<file path="config.mk">
export PLATFORM = sky130hd
export DESIGN_NAME = ram_port_arbiter
export DESIGN_NICKNAME = d
export VERILOG_FILES = /design/src/rtl/ram_port_arbiter.sv
export SDC_FILE = /design/constraint.sdc
export NUM_CORES = 1
export LEC_CHECK = 0
export BUFFER_PORTS_ARGS = -buffer_cell sky130_fd_sc_hd__buf_2
export CAP_MARGIN = 20
export CORE_AREA = 5 5 132 134
export DETAILED_ROUTE_END_ITERATION = 8
export DIE_AREA = 0 0 137 139
export PLACE_DENSITY = 0.46
export SYNTH_ARGS = -nofsm -noshare
export SYNTH_HDL_FRONTEND = slang
export SYNTH_SLANG_ARGS = --single-unit
</file>
<file path="constraint.sdc">
create_clock -name clk -period 0.9 [get_ports clk]
set_input_delay 0 -clock clk [delete_from_list [all_inputs] [get_ports clk]]
set_output_delay 0 -clock clk [all_outputs]
set_load 0.02 [all_outputs]
</file>
<file path="src/rtl/ram_port_arbiter.sv">
// ram_port_arbiter: round-robin front end for a single-port synchronous RAM.
// The IF port (read-only) and the MEM port (read/write) share the RAM. Reads
// return after one cycle and are steered back to the port that issued them.
module ram_port_arbiter #(
    parameter int REG_WIDTH = 64,
    parameter int REG_DEPTH = 64,
    localparam int AW = $clog2(REG_DEPTH)
) (
    input  logic                 clk,
    input  logic                 rst,
    // instruction-fetch port
    input  logic                 if_req,
    input  logic [AW-1:0]        if_addr,
    output logic                 if_gnt,
    output logic                 if_rvalid,
    output logic [REG_WIDTH-1:0] if_rdata,
    // memory-stage port
    input  logic                 mem_req,
    input  logic                 mem_we,
    input  logic [AW-1:0]        mem_addr,
    input  logic [REG_WIDTH-1:0] mem_wdata,
    output logic                 mem_gnt,
    output logic                 mem_rvalid,
    output logic [REG_WIDTH-1:0] mem_rdata,
    // RAM side
    output logic                 ram_cs_n,
    output logic                 ram_we,
    output logic [AW-1:0]        ram_addr,
    output logic [REG_WIDTH-1:0] ram_din,
    input  logic [REG_WIDTH-1:0] ram_dout
);

    typedef enum logic {
        PORT_IF  = 1'b0,
        PORT_MEM = 1'b1
    } port_e;

    port_e last_gnt;
    port_e rd_owner;
    logic  rd_pend;
    logic  rd_gnt;

    // Grant selection: single requester wins outright, conflicts go to the
    // port that was not granted last time. Nothing is granted during reset.
    always_comb begin
        if_gnt  = 1'b0;
        mem_gnt = 1'b0;
        if (!rst) begin
            if (if_req && mem_req) begin
                if (last_gnt == PORT_IF) begin
                    mem_gnt = 1'b1;
                end else begin
                    if_gnt = 1'b1;
                end
            end else begin
                if_gnt  = if_req;
                mem_gnt = mem_req;
            end
        end
        rd_gnt = if_gnt | (mem_gnt & ~mem_we);
    end

    // RAM drive from the winning port; all-quiet when nobody is granted.
    always_comb begin
        ram_cs_n = 1'b1;
        ram_we   = 1'b0;
        ram_addr = '0;
        ram_din  = '0;
        if (if_gnt) begin
            ram_cs_n = 1'b0;
            ram_addr = if_addr;
        end else if (mem_gnt) begin
            ram_cs_n = 1'b0;
            ram_we   = mem_we;
            ram_addr = mem_addr;
            ram_din  = mem_wdata;
        end
    end

    // Arbitration history and one-deep read tracking.
    always_ff @(posedge clk) begin
        if (rst) begin
            last_gnt <= PORT_IF;
            rd_pend  <= 1'b0;
            rd_owner <= PORT_IF;
        end else begin
            if (if_gnt) begin
                last_gnt <= PORT_IF;
            end else if (mem_gnt) begin
                last_gnt <= PORT_MEM;
            end
            rd_pend <= rd_gnt;
            if (rd_gnt) begin
                rd_owner <= if_gnt ? PORT_IF : PORT_MEM;
            end
        end
    end

    // Response steering; gating with rst drops a read granted just before reset.
    always_comb begin
        if_rvalid  = rd_pend && (rd_owner == PORT_IF) && !rst;
        mem_rvalid = rd_pend && (rd_owner == PORT_MEM) && !rst;
        if_rdata   = if_rvalid ? ram_dout : '0;
        mem_rdata  = mem_rvalid ? ram_dout : '0;
    end

endmodule

</file>
==> reports/results.ini <==
[die]
die_y_microns=139
initial_utilization_pct=9.49
fp-row-count=47
core-area_sq_um=16200
pin_count=349
fp.dieW_microns=137
die_area_sq_um=19000

[global_route]
track_usage_pct=15.4
grt_start_max_net_pins=18
antenna_found_initial=0
grt_pass1_wl_microns=22600
grt_pass1_vias=3873
overflow=0

[run]
max-cap-violations=0

[route]
drtIter0Drc=45
avgRoutedWirePerCell_microns=17.9
ant_nets=0
vias=3650
routed_wirelength_microns=16600
drc=0
first_pass_iters=4
viasPerCell=3.93

[final_layout]
multiInputGateArea_sq_um=2840
diodes=0
instances_no_fill=928
fill_cells=1481
regArea_sq_um=68.8
drive_gt1_share_pct=99.0
fin_nets=854
area_growth_syn_to_layout_pct=380
final_common_cell=buf_6
final_cell_mix=buf_6 (213), buf_2 (145), nor2_4 (127)
fin_util_pct=45.5

[placed_design]
place_inst=885
port_buffers=348
globalplace.congestion=0.856
dp.final_hpwl_microns=11500

[sta]
grt_setup_unrepaired=yes
finalSetupViolCount=206
slew_headroom_pct=84.9
finalHoldViolCount=0
whs_ps=167
min_period_ps=1380
worst_pin_slew_ps=226
slew_viol_final=0
skew_ps=1.50
finalWorstSetupSlack_ps=-481
fmax_mhz=724
min_period_over_period_pct=153

[clocking]
clk_path_buf_depth=2
cts_hold_buf=0
htreeDepth=1
tritoncts=done
cts_root_buf=clkbuf_16
clk_pin_slew_ps=30
cts_buffers=3
cts.sink_count=3
clkLatencyLatePin_ps=220

[yosys]
synth_seq_cells=3
synth_cell_type_count=18
syn_area_per_cell_sq_um=4.78
syn_inst=321
yosys_warnings=0
synth_fp_nets=466
synth_seq_area_share_pct=3.92
syn-cell-area_sq_um=1530

[hold_path]
min_path_type=in2reg

[status]
outcome=complete, but fails checks
violations=setup timing

[worst_setup_path]
crit_type=reg2out
crit_chain=a211oi_4 -> buf_6 -> buf_16 -> and2_2 -> buf_6
crit_fanout=16
cpPeakStageDelay_ps=320
cp-start-kind=flip-flop
crit_path_top_delay_cell=dfxtp_2
arrival_ps=1380
critical_path.most_common_cell=buf_6
rrSetupSlack_ps=-350
end_kind=primary output
worstPathRequired_ps=900

[power_and_ir_drop]
seq_power_share_pct=3.9
comb_power_share_pct=78.7
p_sw_mw=1.73
p_int_mw=2.27
peakVddDrop_v=0.000524
clkPwrFrac_pct=17.5
finalPower_mw=4.00
power_leakage_nw=3.19
swShare_pct=43.3
p_per_area_nw_per_um2=544

-- cell type report --
| type | instances | share of cell area [%] |
|---|---|---|
| clock buffers | 4 | 1.07 |
| inverters | 3 | 0.153 |
| multi-input cells | 287 | 38.5 |
| flip-flops and latches | 3 | 0.934 |
| well taps | 220 | 3.74 |
| repair buffers | 411 | 55.6 |
-- registers in the layout (all words and copies together) (netlist names) --
name / flops
rd_owner: 1
rd_pend: 1
last_gnt: 1
-- cells by family (layout without fill, tap and decap cells) --
family	count (synthesis)	count (layout)	share of synthesized area, %
buf+inv	34	418	11.7
flops	3	3	3.92
compound gates	12	12	6.44
simple gates	272	275	78.0
-- power by group through the flow --
stage / Sequential, mW / Clock (mW) / Combinational, mW
finish: 0.156 / 0.699 / 3.15
detailed placement: 0.163 / 0 / 2.11
global placement: 0.163 / 0 / 2.11
global route: 0.158 / 0.731 / 3.31
floorplan: 0.152 / 0 / 1.39
CTS: 0.156 / 0.714 / 2.94
-- layer usage --
layer	global-route usage [%]	part of all wire (%)	wire length [microns]	vias to the layer above
met3	5.26	9.7	1610	26
met1	14.3	31	5170	1655
met4	4.31	3.2	533	0
met2	30.8	56	9330	221
li1	-	-	-	1748
met5	0	0	0	-
-- metrics by stage --
stage / TNS (ps) / setup slack [ps] / instance area (sq um)
after floorplan: -11590 / -155 / 2880
after global placement: -44190 / -285 / 4840
after detailed placement: -45180 / -292 / 4840
after CTS: -89110 / -501 / 6870
after global routing: -93730 / -517 / 7370
final: -84320 / -481 / 7370
-- synth_stat cells --
master	count	area share [%]
buf_2	14	4.6
and2_1	65	27
a221oi_1	1	0.57
nand2_1	65	16
o21bai_1	1	0.49
inv_1	3	0.73
a21oi_1	2	0.65
nand2b_1	4	1.6
dfxtp_1	3	3.9
buf_1	3	0.73
a21boi_0	1	0.49
nor2_1	137	34
a32oi_1	6	3.4
buf_4	1	0.49
buf_6	4	2.9
a211oi_2	1	0.82
clkbuf_1	9	2.2
or2_2	1	0.41
-- worst max-delay path, delay by kind of cell (launching register included) --
family / cells / cell delay, ps
AO/OA/AOI/OAI: 1 / 240
AND/OR/NAND/NOR: 1 / 150
flip-flops: 1 / 320
buffers and inverters: 3 / 440
-- repair_timing --
| item | CTS | global route |
|---|---|---|
| buffers inserted | 19 | 6 |
| gates resized for setup | 424 | 138 |
| gates cloned | 16 | 4 |
| pin swaps | 18 | 20 |
| setup endpoints to repair | 205 | 206 |
-- final timing paths --
kind                               from               endpoint  cells past startpoint
setup reg to reg  last_gnt$_SDFFE_PP0P_  rd_owner$_SDFFE_PP0P_                      5
setup / recovery  last_gnt$_SDFFE_PP0P_            ram_din[51]                      5
hold / removal                   mem_we     rd_pend$_SDFF_PP0_                      3
hold reg to reg   last_gnt$_SDFFE_PP0P_  last_gnt$_SDFFE_PP0P_                      3
(Power assumes the default switching activity.)
